File: src/rtl/touch_region_hold_counter_if.sv
// Touch-region hold counter bus.
// The master side (panel/controller) drives pen-down, coordinates and clear.
// The slave side (counter block) returns the region code, cell counters,
// hold pulse/region, mode result and elapsed-time BCD.
interface touch_region_hold_counter_if #(
  parameter int COORD_W = 12,
  parameter int NREG    = 4,
  parameter int CNT_W   = 3
);
  localparam int REG_W = $clog2(NREG);

  logic                    Touch_En;
  logic [COORD_W-1:0]      Coord_X;
  logic [COORD_W-1:0]      Coord_Y;
  logic                    Clear;
  logic [REG_W-1:0]        Region_Code;
  logic [NREG*CNT_W-1:0]   Count_Vector;
  logic                    Hold_Pulse;
  logic [REG_W-1:0]        Hold_Region;
  logic [CNT_W-1:0]        Mode_Value;
  logic                    Mode_Valid;
  logic [15:0]             Elapsed_BCD;

  modport master (
    output Touch_En, Coord_X, Coord_Y, Clear,
    input  Region_Code, Count_Vector, Hold_Pulse, Hold_Region,
           Mode_Value, Mode_Valid, Elapsed_BCD
  );

  modport slave (
    input  Touch_En, Coord_X, Coord_Y, Clear,
    output Region_Code, Count_Vector, Hold_Pulse, Hold_Region,
           Mode_Value, Mode_Valid, Elapsed_BCD
  );
endinterface

File: src/rtl/touch_region_hold_counter.sv
// Touch-region hold counter.
// Maps the touch coordinate to a cell of a GRID_COLS x GRID_ROWS grid; every
// completed hold period in one cell steps that cell's wrap-around counter
// (up or down per DOWN_MASK). A one-cell-per-cycle scanner reports the most
// frequent counter value, and a ms prescaler tracks touch duration in BCD.
// Ports:
//   Clock   - system clock
//   Resetn  - synchronous active-low reset
//   bus     - slave side of touch_region_hold_counter_if (inputs Touch_En,
//             Coord_X/Y, Clear; outputs Region_Code, Count_Vector,
//             Hold_Pulse, Hold_Region, Mode_Value, Mode_Valid, Elapsed_BCD)

// One grid cell: wrap-around counter, stepped by the hold logic.
module touch_cell_counter #(
  parameter int CNT_W = 3,
  parameter bit DOWN  = 1'b0
) (
  input  logic             Clock,
  input  logic             Resetn,
  input  logic             clear,
  input  logic             step,
  output logic [CNT_W-1:0] cnt
);
  localparam logic [CNT_W-1:0] INIT = {CNT_W{DOWN}};

  logic [CNT_W-1:0] cnt_q, cnt_d;

  always_comb begin
    cnt_d = cnt_q;
    if (clear)     cnt_d = INIT;
    else if (step) cnt_d = DOWN ? cnt_q - 1'b1 : cnt_q + 1'b1;
  end

  always_ff @(posedge Clock) begin
    if (!Resetn) cnt_q <= INIT;
    else         cnt_q <= cnt_d;
  end

  assign cnt = cnt_q;
endmodule

module touch_region_hold_counter #(
  parameter int GRID_COLS   = 2,
  parameter int GRID_ROWS   = 2,
  parameter int COORD_W     = 12,
  parameter int CNT_W       = 3,
  parameter int HOLD_CYCLES = 50_000_000,
  parameter int MS_CYCLES   = 50_000,
  parameter logic [GRID_COLS*GRID_ROWS-1:0] DOWN_MASK = 4'b0110
) (
  input  logic Clock,
  input  logic Resetn,
  touch_region_hold_counter_if.slave bus
);
  localparam int NREG  = GRID_COLS * GRID_ROWS;
  localparam int CB    = $clog2(GRID_COLS);
  localparam int RB    = $clog2(GRID_ROWS);
  localparam int REG_W = CB + RB;
  localparam int TMR_W = (HOLD_CYCLES > 1) ? $clog2(HOLD_CYCLES) : 1;
  localparam int PRE_W = (MS_CYCLES > 1) ? $clog2(MS_CYCLES) : 1;
  localparam int FRQ_W = $clog2(NREG + 1);

  typedef enum logic [1:0] {S_IDLE, S_SCAN, S_DONE} scan_st_e;

  // Power-of-two grid: row*GRID_COLS+col is just {row,col}.
  logic [REG_W-1:0] region;
  assign region = {bus.Coord_Y[COORD_W-1 -: RB], bus.Coord_X[COORD_W-1 -: CB]};
  assign bus.Region_Code = region;

  logic unused_coord_lsbs;
  assign unused_coord_lsbs = &{1'b0, bus.Coord_X[COORD_W-CB-1:0], bus.Coord_Y[COORD_W-RB-1:0]};

  // ---------------- hold timer ----------------
  logic [REG_W-1:0] region_q, region_d;
  logic [TMR_W-1:0] tmr_q, tmr_d;
  logic             pulse_q, pulse_d;
  logic [REG_W-1:0] hreg_q, hreg_d;
  logic             step;
  logic [NREG-1:0]  step_vec;

  always_comb begin
    region_d = region;
    tmr_d    = '0;
    step     = 1'b0;
    // A region change (including on the terminal cycle) fails the compare
    // and simply restarts the timer, so no step is taken.
    if (bus.Touch_En && (region == region_q)) begin
      if (tmr_q == TMR_W'(HOLD_CYCLES - 1)) step  = 1'b1;
      else                                  tmr_d = tmr_q + 1'b1;
    end
    if (bus.Clear) begin
      step  = 1'b0;
      tmr_d = '0;
    end
    pulse_d = step;
    hreg_d  = step ? region_q : hreg_q;
    for (int r = 0; r < NREG; r++) step_vec[r] = step && (region_q == REG_W'(r));
  end

  // ---------------- cell counters ----------------
  logic [NREG*CNT_W-1:0] count_vec;

  for (genvar r = 0; r < NREG; r++) begin : g_cell
    touch_cell_counter #(.CNT_W(CNT_W), .DOWN(DOWN_MASK[r])) u_cell (
      .Clock  (Clock),
      .Resetn (Resetn),
      .clear  (bus.Clear),
      .step   (step_vec[r]),
      .cnt    (count_vec[r*CNT_W +: CNT_W])
    );
  end

  // ---------------- elapsed ms in BCD ----------------
  function automatic logic [15:0] bcd_inc(input logic [15:0] v);
    logic [15:0] o;
    logic        c;
    o = v;
    c = 1'b1;
    for (int d = 0; d < 4; d++) begin
      if (c) begin
        if (v[d*4 +: 4] == 4'd9) o[d*4 +: 4] = 4'd0;
        else begin
          o[d*4 +: 4] = v[d*4 +: 4] + 4'd1;
          c = 1'b0;
        end
      end
    end
    return o;
  endfunction

  logic [PRE_W-1:0] pre_q, pre_d;
  logic [15:0]      bcd_q, bcd_d;

  always_comb begin
    pre_d = '0;
    bcd_d = '0;
    if (bus.Touch_En) begin
      bcd_d = bcd_q;
      if (pre_q == PRE_W'(MS_CYCLES - 1)) begin
        if (bcd_q != 16'h9999) bcd_d = bcd_inc(bcd_q);
      end else begin
        pre_d = pre_q + 1'b1;
      end
    end
  end

  // ---------------- mode scanner ----------------
  scan_st_e              st_q, st_d;
  logic                  dirty_q, dirty_d;
  logic [NREG*CNT_W-1:0] snap_q, snap_d;
  logic [REG_W-1:0]      idx_q, idx_d;
  logic [FRQ_W-1:0]      bfreq_q, bfreq_d;
  logic [CNT_W-1:0]      bval_q, bval_d;
  logic [CNT_W-1:0]      mval_q, mval_d;
  logic                  mvld_q, mvld_d;
  logic [CNT_W-1:0]      cur_val;
  logic [FRQ_W-1:0]      freq;

  // Frequency of the snapshot value under the scan index.
  always_comb begin
    cur_val = snap_q[idx_q*CNT_W +: CNT_W];
    freq    = '0;
    for (int r = 0; r < NREG; r++)
      if (snap_q[r*CNT_W +: CNT_W] == cur_val) freq = freq + FRQ_W'(1);
  end

  always_comb begin
    st_d    = st_q;
    dirty_d = dirty_q;
    snap_d  = snap_q;
    idx_d   = idx_q;
    bfreq_d = bfreq_q;
    bval_d  = bval_q;
    mval_d  = mval_q;
    mvld_d  = mvld_q;
    case (st_q)
      S_IDLE: if (dirty_q) begin
        st_d    = S_SCAN;
        snap_d  = count_vec;
        idx_d   = '0;
        dirty_d = 1'b0;
        mvld_d  = 1'b0;
        bfreq_d = '0;
        bval_d  = '0;
      end
      S_SCAN: begin
        if ((freq > bfreq_q) || ((freq == bfreq_q) && (cur_val > bval_q))) begin
          bfreq_d = freq;
          bval_d  = cur_val;
        end
        if (idx_q == REG_W'(NREG - 1)) st_d  = S_DONE;
        else                           idx_d = idx_q + 1'b1;
      end
      S_DONE: begin
        mval_d = bval_q;
        mvld_d = !dirty_q;  // a step during the scan leaves the result stale
        st_d   = S_IDLE;
      end
      default: st_d = S_IDLE;
    endcase
    if (step) begin
      dirty_d = 1'b1;
      mvld_d  = 1'b0;
    end
    if (bus.Clear) begin
      st_d    = S_IDLE;
      dirty_d = 1'b1;
      mvld_d  = 1'b0;
    end
  end

  always_ff @(posedge Clock) begin
    if (!Resetn) begin
      region_q <= '0;
      tmr_q    <= '0;
      pulse_q  <= 1'b0;
      hreg_q   <= '0;
      pre_q    <= '0;
      bcd_q    <= '0;
      st_q     <= S_IDLE;
      dirty_q  <= 1'b1;
      snap_q   <= '0;
      idx_q    <= '0;
      bfreq_q  <= '0;
      bval_q   <= '0;
      mval_q   <= '0;
      mvld_q   <= 1'b0;
    end else begin
      region_q <= region_d;
      tmr_q    <= tmr_d;
      pulse_q  <= pulse_d;
      hreg_q   <= hreg_d;
      pre_q    <= pre_d;
      bcd_q    <= bcd_d;
      st_q     <= st_d;
      dirty_q  <= dirty_d;
      snap_q   <= snap_d;
      idx_q    <= idx_d;
      bfreq_q  <= bfreq_d;
      bval_q   <= bval_d;
      mval_q   <= mval_d;
      mvld_q   <= mvld_d;
    end
  end

  assign bus.Count_Vector = count_vec;
  assign bus.Hold_Pulse   = pulse_q;
  assign bus.Hold_Region  = hreg_q;
  assign bus.Mode_Value   = mval_q;
  assign bus.Mode_Valid   = mvld_q;
  assign bus.Elapsed_BCD  = bcd_q;
endmodule

File: src/flat_wrapper.sv
// flat-port wrapper written by rule: the top's interface ports become plain ports
module touch_region_hold_counter_flat 
#(
  parameter int GRID_COLS   = 2,
  parameter int GRID_ROWS   = 2,
  parameter int COORD_W     = 12,
  parameter int CNT_W       = 3,
  parameter int HOLD_CYCLES = 50_000_000,
  parameter int MS_CYCLES   = 50_000,
  parameter logic [GRID_COLS*GRID_ROWS-1:0] DOWN_MASK = 4'b0110
)
  (Clock, Resetn, bus_Touch_En, bus_Coord_X, bus_Coord_Y, bus_Clear, bus_Region_Code, bus_Count_Vector, bus_Hold_Pulse, bus_Hold_Region, bus_Mode_Value, bus_Mode_Valid, bus_Elapsed_BCD);
  touch_region_hold_counter_if #(.COORD_W(COORD_W), .NREG((4)), .CNT_W(CNT_W)) bus_i ();
  input  logic Clock;
  input  logic Resetn;
  input wire logic [$bits(bus_i.Touch_En)-1:0] bus_Touch_En;
  input wire logic [$bits(bus_i.Coord_X)-1:0] bus_Coord_X;
  input wire logic [$bits(bus_i.Coord_Y)-1:0] bus_Coord_Y;
  input wire logic [$bits(bus_i.Clear)-1:0] bus_Clear;
  output wire logic [$bits(bus_i.Region_Code)-1:0] bus_Region_Code;
  output wire logic [$bits(bus_i.Count_Vector)-1:0] bus_Count_Vector;
  output wire logic [$bits(bus_i.Hold_Pulse)-1:0] bus_Hold_Pulse;
  output wire logic [$bits(bus_i.Hold_Region)-1:0] bus_Hold_Region;
  output wire logic [$bits(bus_i.Mode_Value)-1:0] bus_Mode_Value;
  output wire logic [$bits(bus_i.Mode_Valid)-1:0] bus_Mode_Valid;
  output wire logic [$bits(bus_i.Elapsed_BCD)-1:0] bus_Elapsed_BCD;
  assign bus_i.Touch_En = bus_Touch_En;
  assign bus_i.Coord_X = bus_Coord_X;
  assign bus_i.Coord_Y = bus_Coord_Y;
  assign bus_i.Clear = bus_Clear;
  assign bus_Region_Code = bus_i.Region_Code;
  assign bus_Count_Vector = bus_i.Count_Vector;
  assign bus_Hold_Pulse = bus_i.Hold_Pulse;
  assign bus_Hold_Region = bus_i.Hold_Region;
  assign bus_Mode_Value = bus_i.Mode_Value;
  assign bus_Mode_Valid = bus_i.Mode_Valid;
  assign bus_Elapsed_BCD = bus_i.Elapsed_BCD;
  touch_region_hold_counter #(.GRID_COLS(GRID_COLS), .GRID_ROWS(GRID_ROWS), .COORD_W(COORD_W), .CNT_W(CNT_W), .HOLD_CYCLES(HOLD_CYCLES), .MS_CYCLES(MS_CYCLES), .DOWN_MASK(DOWN_MASK)) u_core (.Clock(Clock), .Resetn(Resetn), .bus(bus_i));
endmodule
File: config.mk
export PLATFORM = sky130hd
export DESIGN_NAME = touch_region_hold_counter_flat
export DESIGN_NICKNAME = d
export VERILOG_FILES = /design/src/rtl/touch_region_hold_counter_if.sv /design/src/rtl/touch_region_hold_counter.sv /design/src/flat_wrapper.sv
export SDC_FILE = /design/constraint.sdc
export NUM_CORES = 1
export LEC_CHECK = 0
export ABC_AREA = 1
export ABC_CLOCK_PERIOD_IN_PS = 10400
export CAP_MARGIN = 10
export CELL_PAD_IN_SITES_DETAIL_PLACEMENT = 1
export CELL_PAD_IN_SITES_GLOBAL_PLACEMENT = 1
export CORE_MARGIN = 1
export CORE_UTILIZATION = 44
export DETAILED_ROUTE_END_ITERATION = 8
export PLACE_DENSITY = 0.9
export SETUP_SLACK_MARGIN = 0.15
export SLEW_MARGIN = 25
export SYNTH_ARGS = -nofsm -noshare
export SYNTH_HDL_FRONTEND = slang
export SYNTH_SLANG_ARGS = --single-unit
export TNS_END_PERCENT = 100
File: constraint.sdc
create_clock -name Clock -period 10.4 [get_ports Clock]
set_clock_uncertainty 0.1 [all_clocks]
set_input_delay 1.04 -clock Clock [delete_from_list [all_inputs] [get_ports Clock]]
set_output_delay 1.04 -clock Clock [all_outputs]
set_load 0.05 [all_outputs]
* Word level (Yosys, flattened, before mapping)
Cells that the tools add are included.
** Word-level totals
- Flip-flop bits (word level) :: 102
- Bits in latches :: 0
- Memory bits (writable) :: 0
- Memory bits (read-only) :: 0
- Bits of input ports :: 28
- Output and inout bits :: 37
- Word-level logic and storage cells :: 129
- Memories :: 0
** Operators by class
- $add $sub $neg :: 14
- Multipliers :: 1
- Divide/modulo/power cells :: 0
- $lt $le $gt $ge :: 2
- Equality and inequality tests :: 23
- Shift-type cells :: 1
- Muxes and demuxes :: 38
- Bitwise gates (word level) :: 3
- Reductions and logical operators :: 26
** Operators by type and width (count)
- 26-bit by 1-bit adder with 26-bit output, second input constant :: 1
- 26-bit equality test, second input constant :: 1
- 1-bit 2-to-1 mux :: 19
- 3-bit 2-to-1 mux :: 6
- 16-bit by 1-bit adder with 16-bit output, second input constant :: 1
- 4-bit by 1-bit adder with 4-bit output, second input constant :: 4
- 16-bit equality test, second input constant :: 1
- 4-bit equality test, second input constant :: 4
- 4-bit 2-to-1 mux :: 4
- 16-bit != test, second input constant :: 1
- 3-bit equality test :: 5
- 3-bit AND reduction :: 5
- 3-bit by 1-bit adder with 3-bit output, second input constant :: 4
- 3-bit case mux with 2 select lines :: 2
- 12-bit by 5-bit indexed part select with 3-bit output :: 1
- 2-bit AND reduction :: 5
- 2-bit equality test, second input constant :: 4
- 2-bit 2-to-1 mux :: 4
- 2-bit case mux with 2 select lines :: 2
- 3-bit greater-than comparator :: 2
- 1-bit logical AND :: 6
- 2-bit by 1-bit != test with 1-bit output, second input constant :: 3
- 3-bit OR reduction :: 2
- 3-bit by 1-bit subtractor with 3-bit output, second input constant :: 2
- 14 further kinds :: 19

* Longest topological paths before layout
- Depth after elaboration :: 15
- Depth in mapped cells :: 27
- Mapped depth without buffers :: 26

* Cells and area by module
A second synthesis with hierarchy kept.
** Unflattened totals
- Cell total of the unflattened synthesis :: 747
- Area, all modules :: 5313.8 um^2
** Modules (own cells, without submodules)
- touch_region_hold_counter :: times used 1, cells each 665, area an instance 4750.8 um^2, seq. area each 1801.7 um^2
- touch_cell_counter (u_core.g_cell[1].u_cell ...) :: times used 2, cells each 21, area an instance 141.4 um^2, seq. area each 60.1 um^2
- touch_cell_counter (u_core.g_cell[0].u_cell ...) :: times used 2, cells each 20, area an instance 140.1 um^2, seq. area each 60.1 um^2

* Worst setup path before layout
OpenSTA, ideal clock, no wires.
- Path type :: register -> register
- Start point :: register u_core.idx_q[0]
- End point :: register u_core.bfreq_q[2]
- Library setup time :: 0.131 ns
- Data arrival time :: 3.238 ns
- Required time :: 10.169 ns
- Path slack :: 6.932 ns
- Cell stages (with the launch flop) :: 26
- Path buffers :: 1
- Period minus slack after synthesis :: 3.468 ns
- Cells stage by stage :: dfxtp_1 -> buf_6 -> inv_4 -> nand2_1 -> nand3_1 -> nand2_2 -> nand2_1 -> nand2_1 -> inv_1 -> nand3_1 -> inv_1 -> ha_1 -> inv_1 -> nand2_1 -> nand2_1 -> ha_1 -> or2_0 -> and2_1 -> ha_1 -> nand2_1 -> o211ai_1 -> nand2_1 -> nor2_1 -> nor2_1 -> nand2_1 -> a21oi_2
** Between the ends
- Longest elaborated chain between the ends :: 15
- Elaborated cells on any way between the ends :: 22
- Those cells by class :: add/sub (3); mul (1); order compare (2); eq/ne (6); shift (1); mux (6); reduce/logical (3)
** RTL lines
- from (decl) :: RTL line touch_region_hold_counter.sv:151 : logic [REG_W-1:0] idx_q, idx_d;
- from (signal assigned) :: RTL line touch_region_hold_counter.sv:238 : idx_q <= idx_d;
- 2-bit by 2-bit multiplier with 4-bit output * :: RTL line touch_region_hold_counter.sv:161 : cur_val = snap_q[idx_q*CNT_W +: CNT_W];
- 12-bit by 5-bit indexed part select with 3-bit output * :: RTL line touch_region_hold_counter.sv:161
- parallel branches: the longest is 13 deep, another holds 3-bit by 1-bit adder with 3-bit output
- to (signal assigned) :: RTL line touch_region_hold_counter.sv:239 : bfreq_q <= bfreq_d;
- to (decl) :: RTL line touch_region_hold_counter.sv:152 : logic [FRQ_W-1:0] bfreq_q, bfreq_d;
Mark *: on every way between the ends. The select of a mux whose other input is x is not followed.
A chain may end at the register's enable or synchronous reset.

* Worst setup path after layout
- Start point :: register u_core.idx_q[0]
- End point :: register u_core.bval_q[0]
** Between the ends
- Longest elaborated chain between the ends :: 15
- Elaborated cells on any way between the ends :: 22
- Those cells by class :: add/sub (3); mul (1); order compare (2); eq/ne (6); shift (1); mux (6); reduce/logical (3)
** RTL lines
- 2-bit by 2-bit multiplier with 4-bit output * :: RTL line touch_region_hold_counter.sv:161
- 12-bit by 5-bit indexed part select with 3-bit output * :: RTL line touch_region_hold_counter.sv:161
- parallel branches: the longest is 13 deep, another holds 3-bit by 1-bit adder with 3-bit output
- to (signal assigned) :: RTL line touch_region_hold_counter.sv:240 : bval_q <= bval_d;
- to (decl) :: RTL line touch_region_hold_counter.sv:153 : logic [CNT_W-1:0] bval_q, bval_d;
Marked as above.

==> results.md <==
* Status: finished with violations
* Failing checks: DRC
* Placer Congestion at 0.8554
* Post-synthesis cell type count at 40
* Antenna violations before repair at 0
* Commonest non-fill, non-tap cell in the layout: nand2_1
* Total Wirelength at 15030 µm
* Sw Ratio at 25.95%
* Worst-Skew Late Latency at 0.35 ns
* Worst Tran Pin Value at 0.7950 ns
* Largest net degree at the start of global routing at 27
* Post-CTS Hold Fix Bufs at 0
* First-pass GRT wire length at 25290 µm
* Vias post-DR at 5093
* Die X-Extent at 111.6 µm
* Hold Crit Start: u_core.tmr_q[0]
* Layout cells sized above 1 at 7.326%
* WHS Path Cells at 1
* Initial core utilization at 45.72%
* Die H at 111.6 µm
* Sinks on Clock Net at 102
* # diodes at 0
* Tmin final at 4.264 ns
* Switching power total at 0.2277 mW
* Slew HR at 46.80%
* Mapped Avg Cell Area at 7.165 µm²
* Vias in the first global route at 5412
* R2R Path Start: u_core.idx_q[0]
* Residual DRC at 5
* Crit Path Class: reg -> reg
* Die footprint at 0.01246 mm²
* Wire per inst at 16.32 µm
* Int Power at 0.6499 mW
* Netlist Area Pre-Place at 0.005288 mm²
* Io pins at 65
* Post-CTS sizing at 0
* Max-slew violations at 0
* Most used DFF post-synth: dfxtp_1
* Post-detail-place hpwl at 11090 µm
* Final setup vio count at 0
* Most frequent cells in the layout: nand2_1 (142), dfxtp_1 (102), inv_1 (98), nor2_1 (84), a21oi_1 (54)
* Max frequency at 0.2345 GHz
* Antenna Violating Nets Remaining at 0
* Max-Cap Viols at 0
* Core area at 0.01156 mm²
* Final net count at 817
* Detailed Route Iter0 Violations at 187
* Critical path fanouts, max at 9
* Post-synth ARST share at 0%
* Clk slew on worst S/H paths at 0.07 ns
* Drt pass-1 iters at 7
* CTS H-tree depth at 3
* Post-Layout Cell Count at 921
* Clock power share at 42.0%
* Total grt overflow at 0
* Syn_nets at 781
* Post-synth EDFFs at 0
* RSZ-0062 raised after global routing: false
* Tcrit/Tclk final at 41.00%
* CTS tree: built
* Setup crit end kind: register
* Worst Path Arrival at 4.38 ns
* P_leak at 2.385 nW
* Logic pwr share at 11.9%
* Worst VDD drop at 81.51 µV
* Final Hold Viols at 0
* Hold Path End: u_core.tmr_q[0]
* Row cnt at 39
* Reg2reg setup slack at 6.14 ns
* Post-synthesis sequential area ratio at 38.62%
* FILL cells at 1476
* Final setup TNS at 0 ns
* Reg-to-reg endpoint: u_core.bval_q[0]
* Cells on worst reg2reg path at 24
* Seq pwr share at 46.1%
* Via/cell ratio at 5.530
* TritonCTS buffer count at 9
* CP Launch Type: register
* Hold Path Class: reg -> reg
* Critical Path RT at 10.52 ns
* Placed instance count at 906
* Deepest clock path buffer count at 2
* Ys Warns at 0
* Layout area overhead at 15.24%
* PwrDens at 144.0 mW/mm²
* Aggregate global-route resource usage at 25.11%
* Syn Inst Count at 738
* Root Buffer: clkbuf_16
* Flops & latches, synth at 102
* Postcts setup bufs at 0
* Buffers on Ports at 42
## routing by layer
layer / track usage, % / share of wire [%] / up-vias
met1: 27.21 / 41 / 2488
met5: 0 / 0 / -
met4: 12.16 / 3.0 / 0
li1: - / - / 2490
met3: 3.702 / 2.1 / 42
met2: 47.45 / 53 / 73
## cells by family after synthesis
| family | synth area share [%] |
|---|---|
| simple gates | 34.45 |
| buf+inv | 9.418 |
| compound gates | 10.84 |
| flops | 38.62 |
| xor+xnor | 3.124 |
| fa+ha+maj | 3.549 |
## flip-flops by register name, summed over array words and instances, names as in the netlist, 2 cells and up
name,count
u_core.bus.Mode_Value,3
u_core.idx_q,2
u_core.bus.Elapsed_BCD,16
u_core.pre_q,16
u_core.st_q,2
u_core.bfreq_q,3
u_core.g_cell.u_cell.cnt,12
u_core.region_q,2
u_core.bval_q,3
u_core.snap_q,12
u_core.tmr_q,26
u_core.bus.Hold_Region,2
## worst max-delay path: stages, from the launching register on
cell      delay (ns)
dfxtp_1         0.61
inv_4           0.10
nand2_1         0.09
nand3_1         0.16
nand2_2         0.18
nand2_1         0.06
nand2_1         0.06
inv_1           0.04
nand3_1         0.08
inv_1           0.05
ha_1            0.33
inv_1           0.05
nand2_1         0.07
nand2_1         0.07
ha_1            0.26
or2_0           0.23
and2_1          0.17
ha_1            0.30
nand2_1         0.05
o211ai_1        0.17
nand2_1         0.09
nor2_1          0.38
nor2_1          0.21
nand2_1         0.11
a21oi_1         0.07
## stage by stage
stage | hold slack (ns) | utilization [%] | power, mW | area (µm²) | worst slack, ns
2_1_floorplan | 0.3176 | - | 0.4914 | 5288 | 6.932
3_3_place_gp | 0.3235 | 49.96 | 0.5096 | 5778 | 6.080
3_5_place_dp | 0.3403 | 49.96 | 0.5173 | 5778 | 5.987
4_1_cts | 0.3569 | 52.69 | 0.8861 | 6093 | 6.091
5_1_grt | 0.3673 | 52.69 | 0.9136 | 6093 | 5.794
6_report | 0.3496 | 52.69 | 0.8776 | 6093 | 6.136
## power groups by stage
stage	logic, mW	registers [mW]	clock network (mW)
2_1_floorplan	0.0805	0.411	0
3_3_place_gp	0.0970	0.413	0
3_5_place_dp	0.104	0.413	0
4_1_cts	0.106	0.404	0.376
5_1_grt	0.119	0.405	0.390
6_report	0.104	0.405	0.369
## cells in the mapped netlist, types with 3 or more instances
cell,number,area [µm²]
a211oi_1,4,30.03
a21oi_1,54,270.3
buf_2,3,15.01
buf_4,5,37.54
buf_6,3,33.78
clkbuf_1,6,22.52
dfxtp_1,102,2042
ha_1,15,187.7
inv_1,98,367.9
inv_2,4,15.01
nand2_1,142,533.0
nand2_2,9,56.30
nand3_1,49,245.2
nand3_2,6,60.06
nand4_1,28,175.2
nor2_1,84,315.3
nor2_2,9,56.30
nor3_1,19,95.09
nor3_4,4,65.06
nor3b_1,7,52.55
nor4_1,9,56.30
o211ai_1,7,52.55
o21a_1,6,45.04
o21ai_0,28,140.1
or2_2,3,18.77
xnor2_1,3,26.28
xor2_1,14,122.6
## area by class of cell
| type | instances | area, µm² | share of cell area, % |
|---|---|---|---|
| flip-flops and latches | 102 | 2042 | 33.51 |
| inverters | 103 | 389.1 | 6.386 |
| repair buffers | 42 | 420.4 | 6.899 |
| clock inverters | 3 | 68.82 | 1.129 |
| multi-input cells | 516 | 2748 | 45.09 |
| well taps | 143 | 178.9 | 2.936 |
| clock buffers | 12 | 246.5 | 4.045 |
## worst max-delay path by stage
stage                              to  slack [ns]             from
floorplan           u_core.bfreq_q[2]        6.93  u_core.idx_q[0]
global placement     u_core.tmr_q[13]        6.08           Resetn
detailed placement   u_core.tmr_q[13]        5.99           Resetn
CTS                  u_core.bval_q[0]        6.09  u_core.idx_q[0]
global route         u_core.bval_q[2]        5.79  u_core.idx_q[0]
finish               u_core.bval_q[0]        6.14  u_core.idx_q[0]
No activity file was read; power rests on OpenSTA's default activity.
